$ cat src/rtl/piso_tx.sv
// Parallel-in serial-out transmitter: accepts a word over valid/ready and
// shifts it out one bit per clock on q/qbar with a frame strobe and idle gap.
module piso_tx #(
  parameter int WIDTH     = 8,
  parameter bit MSB_FIRST = 1'b1,
  parameter int GAP       = 1
) (
  input  logic             clk,
  input  logic             rst,
  input  logic [WIDTH-1:0] din,
  input  logic             load_valid,
  output logic             ready,
  output logic             q,
  output logic             qbar,
  output logic             frame,
  output logic             done
);

  // state   | meaning
  // S_IDLE  | waiting for a word, ready high, q low
  // S_SHIFT | q carries data bit bitcnt of the current word
  // S_GAP   | idle gap after a word, ready low, q low

  localparam int             CW       = (WIDTH > 1) ? $clog2(WIDTH) : 1;
  localparam logic [CW-1:0]  LAST_BIT = CW'(WIDTH - 1);
  localparam logic [3:0]     GAP_LOAD = (GAP > 0) ? 4'(GAP - 1) : 4'd0;

  typedef enum logic [1:0] {
    S_IDLE,
    S_SHIFT,
    S_GAP
  } state_t;

  state_t           state;
  logic [WIDTH-1:0] sreg;
  logic [CW-1:0]    bitcnt;
  logic [3:0]       gapcnt;
  logic             last_bit;
  logic             accept;

  function automatic logic first_of(input logic [WIDTH-1:0] w);
    return MSB_FIRST ? w[WIDTH-1] : w[0];
  endfunction

  function automatic logic [WIDTH-1:0] shift_of(input logic [WIDTH-1:0] w);
    return MSB_FIRST ? (w << 1) : (w >> 1);
  endfunction

  assign last_bit = (state == S_SHIFT) && (bitcnt == LAST_BIT);
  // With no gap the next word may be taken during the final bit so frame stays continuous.
  assign ready    = (state == S_IDLE) || ((GAP == 0) && last_bit);
  assign accept   = load_valid && ready;
  assign qbar     = ~q;

  always_ff @(posedge clk or posedge rst) begin
    if (rst) begin
      state  <= S_IDLE;
      sreg   <= '0;
      bitcnt <= '0;
      gapcnt <= '0;
      q      <= 1'b0;
      frame  <= 1'b0;
      done   <= 1'b0;
    end else begin
      done <= 1'b0;
      case (state)
        S_IDLE: begin
          if (accept) begin
            q      <= first_of(din);
            sreg   <= shift_of(din);
            bitcnt <= '0;
            frame  <= 1'b1;
            state  <= S_SHIFT;
          end
        end
        S_SHIFT: begin
          if (bitcnt == LAST_BIT) begin
            done <= 1'b1;
            if (accept) begin
              q      <= first_of(din);
              sreg   <= shift_of(din);
              bitcnt <= '0;
            end else begin
              q      <= 1'b0;
              frame  <= 1'b0;
              sreg   <= '0;
              bitcnt <= '0;
              if (GAP > 0) begin
                gapcnt <= GAP_LOAD;
                state  <= S_GAP;
              end else begin
                state  <= S_IDLE;
              end
            end
          end else begin
            q      <= first_of(sreg);
            sreg   <= shift_of(sreg);
            bitcnt <= bitcnt + CW'(1);
          end
        end
        S_GAP: begin
          if (gapcnt == 4'd0) begin
            state <= S_IDLE;
          end else begin
            gapcnt <= gapcnt - 4'd1;
          end
        end
        default: state <= S_IDLE;
      endcase
    end
  end

endmodule
$ cat config.mk
export PLATFORM = sky130hd
export DESIGN_NAME = piso_tx
export DESIGN_NICKNAME = d
export VERILOG_FILES = /design/src/rtl/piso_tx.sv
export SDC_FILE = /design/constraint.sdc
export NUM_CORES = 1
export LEC_CHECK = 0
export BUFFER_PORTS_ARGS = -buffer_cell sky130_fd_sc_hd__buf_4
export CAP_MARGIN = 20
export CORE_ASPECT_RATIO = 1.5
export CORE_UTILIZATION = 40
export DETAILED_ROUTE_END_ITERATION = 8
export PLACE_DENSITY_LB_ADDON = 0.1
export SLEW_MARGIN = 20
export SYNTH_ARGS = -nofsm -noshare
export SYNTH_HDL_FRONTEND = slang
export SYNTH_SLANG_ARGS = --single-unit
$ cat constraint.sdc
create_clock -name clk -period 2.1 [get_ports clk]
set_input_delay 0.21 -clock clk [delete_from_list [all_inputs] [get_ports clk]]
set_output_delay 0.21 -clock clk [all_outputs]
set_load 0.1 [all_outputs]
-- Word-level counts from Yosys, hierarchy flattened
Index checks and enable logic that the tools add are counted.
- logic and storage cells: 53
- output and inout port bits: 5
- register bits: 20
- input bits: 11
- equal/unequal tests: 8
- bitwise gates (word level): 1
- add/sub/neg operators: 2
- reduce and logical (&&, ||, !) cells: 9
- muxes and demuxes: 26
- operator list (kind ; number):
    $mux 8 ; 3
    $pmux 8 s2 ; 1
    $mux 4 ; 3
    $reduce_and 4->1 ; 3
    $mux 1 ; 8
    $mux 2 ; 4
    $pmux 4 s2 ; 1
    $mux 3 ; 2
    $ne 2x2->1 const B ; 3
    $pmux 2 s3 ; 1
    $pmux 3 s2 ; 1
    $logic_not 4->1 ; 1
    $ne 2x1->1 const B ; 2
    $pmux 1 s2 ; 2
    $reduce_bool 2->1 ; 2
    $sub 4x1->4 const B ; 1
    $add 3x1->3 const B ; 1
    $eq 3x3->1 const B ; 1
    $eq 2x1->1 const B ; 1
    $eq 2x2->1 const B ; 1
    $logic_not 2->1 ; 1
    $reduce_and 2->1 ; 1
    $logic_and 1x1->1 ; 1
    $not 1->1 ; 1

-- Longest topological paths before layout
- depth in word-level cells: 5
- gate-level depth with buffers: 5
- mapped depth without buffers: 5

-- Worst setup path after synthesis
OpenSTA, ideal clock, no wires.
- path kind: reg2reg
- start point: register q (netlist name)
- end point: register q
- path buffers: 0
- path slack: 0.027 ns
- stages on the path, launching flop included: 4
- period minus slack after synthesis: 2.073 ns
- required time: 2.033 ns
- library setup time: 0.067 ns
- data arrival time: 2.006 ns
- path through: dfrtp_1 > inv_1 > nor3_1 > a221o_1
- RTL lines (item ; RTL line ; text):
    end signal: assignment ; 69 ; q <= first_of(din);
    end signal: assignment ; 80 ; q <= first_of(din);
    end signal: assignment ; 96 ; q <= first_of(sreg);
    end: declaration ; 13 ; output logic q,

-- Worst setup path after layout
- start point: register state[0]
- end point: register gapcnt[3]
- cells in the longest elaborated chain, start to end: 4
- elaborated cells between the ends (all ways): 10
- classes of those cells: 5 x eq/ne; 1 x mux; 4 x reduce/logical
- ends and longest elaborated chain (item ; RTL line ; text):
    start: declaration ; 34 ; state_t state;
    start signal: assignment ; 57 ; state <= S_IDLE;
    start signal: assignment ; 73 ; state <= S_SHIFT;
    start signal: assignment ; 90 ; state <= S_GAP;
    $logic_not 2->1 ; 51 ; assign ready = (state == S_IDLE) || ((GAP == 0) && last_bit);
    $logic_and 1x1->1 ; 52 ; assign accept = load_valid && ready;
    $ne 2x2->1 (no line) ; -- ;
    $reduce_and 4->1 (no line) ; -- ;
    end signal: assignment ; 105 ; gapcnt <= gapcnt - 4'd1;
    end: declaration ; 37 ; logic [3:0] gapcnt;
Parallel ways exist; a longest one is shown, timed or not.
A chain may end at the register's enable or synchronous reset.

==> flow_summary.yaml <==
run_status:
  run_status: "finished, final reports clean"
finish:
  layout_commonest_cell: "dfrtp_1"
  fillers: 202
  nets: 117
  stdcell_area_um2: 1059
  area_delta_synth_final_pct: 17.66
  diodes: 0
  drive_above_1_share_pct: 19.00
  layoutNonFillerInstCount: 122
  final_cell_mix: "dfrtp_1, buf_4, nand2_1"
yosys:
  synth_area_leader_cell: "dfrtp_1"
  postSynthCellCount: 82
  synth_nets: 98
  synth.avg_cell_area_um2: 10.97
  yosysWarningCount: 0
  ys_seq_area_share_pct: 52.85
  ys_top_cells_by_area: "dfrtp_1, a221o_1, ha_1, and2_1, nand2_1"
  synth_seq_cells: 19
  syn_area_um2: 899.6
  synth_top_cell_area_share_pct: 52.85
  synth_cell_types: 24
worst_setup_path:
  critPathTopFamily: "simple AND/OR/NAND/NOR gates"
  path_buf_inv: 0
  critPathRequiredTime_ns: 2.33
  worst_ep_arrival_time_ns: 1.79
  criticalPathCategory: "reg -> reg"
  max_stage_delay_ns: 0.55
  start_kind: "register"
  crit_fanout: 9
  path_cells: "or4b_1, or4_1, nand2_1"
  crit_slowest_cell: "or4b_1"
  worst_setup_path_end_kind: "register"
detailed_routing:
  ant_nets: 0
  route.detailed.drc: 0
  drt_pass1_iterations: 4
  wl_per_cell_um: 13.74
  drtIter0Drc: 23
  vias: 654
  vias_per_cell: 5.361
  wirelength_um: 1676
power:
  p_int_mw: 0.7656
  sequentialPowerShare_pct: 39.1
  power.net_switching_mw: 0.6646
  combPwrFrac_pct: 48.3
  powerDensity_nw_per_um2: 1351
  ir_drop_mv: 0.5175
  total_power_mw: 1.430
  power.share.clock_pct: 12.6
  p_leak_nw: 0.5286
  switching_share_pct: 46.47
place:
  dp.final_hpwl_um: 1256
  port_buffers: 15
  pre_cts_ws_ns: 0.5556
  placed_cell_area_um2: 1032
  placedCellCount: 118
  place_congestion: 0.6710
floorplanning:
  die_x_um: 40.72
  fp-row-count: 20
  die_h_um: 60.08
  initial_utilization_pct: 43.31
  core_area_um2: 2077
  ios: 16
  dieArea_um2: 2446
flow_run:
  cap_violations: 0
global_route:
  grt_overflow: 0
  antenna_found_initial: 0
  grt_pass1_vias: 646
  grt_pass1_wl_um: 2808
  grt_max_degree: 20
  grt_use_total_pct: 17.21
timing:
  grt_setup_unrepaired: "false"
  skew_ns: 0.0008552
  period_needed_ns: 1.554
  worst_pin_slew_ns: 0.7118
  slew_headroom_pct: 52.49
  setup_viol: 0
  fin_setup_tns_ns: 0
  setup_ws_ns: 0.5459
  slew_viol_final: 0
  fin_crit_sh_pct: 74.00
  finalHoldViolCount: 0
  max_freq_mhz: 643.5
clock_network:
  cts_buffers: 3
  htree_levels: 1
  clk_pin_slew_ns: 0.10
  cts_setup_buffers: 0
  insertion_delay_ns: 0.29
  cts_resized: 0
  postCtsHoldBufs: 0
  cts_root_buf: "clkbuf_4"
  cts_tree: "yes"
  cts_buffer_depth: 2
  cts_sinks: 19
worst_hold_path:
  hp-class: "in -> async"
==> registers in the layout, summed over array words and instances (netlist names) <==
signal,cells
sreg,7
gapcnt,4
bitcnt,3
state,2
done,1
frame,1
q,1
==> cells by family (layout without fill, tap and decap cells) <==
| group | Yosys count | in the layout | share of synthesized area (%) |
|---|---|---|---|
| AOI/OAI and AO/OA | 17 | 17 | 14.74 |
| adders and majority gates | 5 | 5 | 6.954 |
| buffers and inverters | 6 | 24 | 3.337 |
| and+or+nand+nor | 33 | 33 | 19.89 |
| muxes | 2 | 2 | 2.225 |
| DFF | 19 | 19 | 52.85 |
==> power by group through the flow <==
stage	clock (mW)	combinational [mW]	sequential, mW
after floorplan	0	0.434	0.674
after global routing	0.198	0.754	0.578
final	0.181	0.690	0.559
after detailed placement	0	0.694	0.566
after CTS	0.191	0.697	0.560
after global placement	0	0.685	0.559
==> worst reg2reg max path, delay by kind of cell (launching register included) <==
kind	cells	cell delay, ns
DFF	1	0.47
and+or+nand+nor	3	1.03
==> area by class of cell <==
class,instances,area (um^2),share of cell area [%]
Sequential cell,19,475.5,44.92
Multi-Input combinational cell,57,394.1,37.23
Timing Repair Buffer,16,120.1,11.35
Tap cell,22,27.53,2.600
Clock buffer,4,26.28,2.482
Inverter,4,15.01,1.418
==> cells in the mapped netlist <==
master,count
nor3_1,1
buf_6,1
and2_1,7
clkbuf_1,1
or4_1,1
nor2b_1,2
o31ai_1,1
mux2i_1,2
nand3_1,2
o21ai_1,1
o21ai_0,4
nand2_1,11
or4b_1,1
nor3b_1,1
dfrtp_1,19
ha_1,5
nor2_1,2
a221o_1,7
nand2b_1,3
inv_1,4
o211ai_1,1
nand3b_1,2
o21bai_1,2
a21o_1,1
==> per-layer routing <==
layer / global-route usage (%) / part of all wire (%) / wire length (um) / up-vias
met2: 27.44 / 52 / 872 / 17
met3: 2.230 / 3.6 / 60 / 2
li1: - / - / - / 326
met5: 0 / 0 / 0 / -
met4: 8.571 / 1.0 / 17 / 0
met1: 21.93 / 43 / 724 / 309
==> worst paths after layout <==
| check | start | endpoint | slack (ns) | cells past startpoint |
|---|---|---|---|---|
| worst min-delay path | rst | frame$_DFFE_PP0P_ | 0.03 | 2 |
| worst min register to register | frame$_DFFE_PP0P_ | frame$_DFFE_PP0P_ | 0.49 | 1 |
| worst max-delay path | state[0]$_DFFE_PP0P_ | gapcnt[3]$_DFFE_PP0P_ | 0.55 | 3 |
| worst max register to register | state[0]$_DFFE_PP0P_ | gapcnt[3]$_DFFE_PP0P_ | 0.55 | 3 |
| min in group clk | din[0] | sreg[1]$_DFFE_PP0P_ | 0.12 | 3 |
| max in group asynchronous | rst | sreg[2]$_DFFE_PP0P_ | 1.63 | 2 |
==> per-stage QoR <==
stage | hold WS (ns) | util [%]
2_1_floorplan | 0.1611 | -
3_3_place_gp | 0.3835 | 49.70
3_5_place_dp | 0.3789 | 49.70
4_1_cts | 0.05087 | 50.96
5_1_grt | 0.09469 | 50.96
6_report | 0.02717 | 50.96
Note: power is estimated with default switching activity, not from simulation.
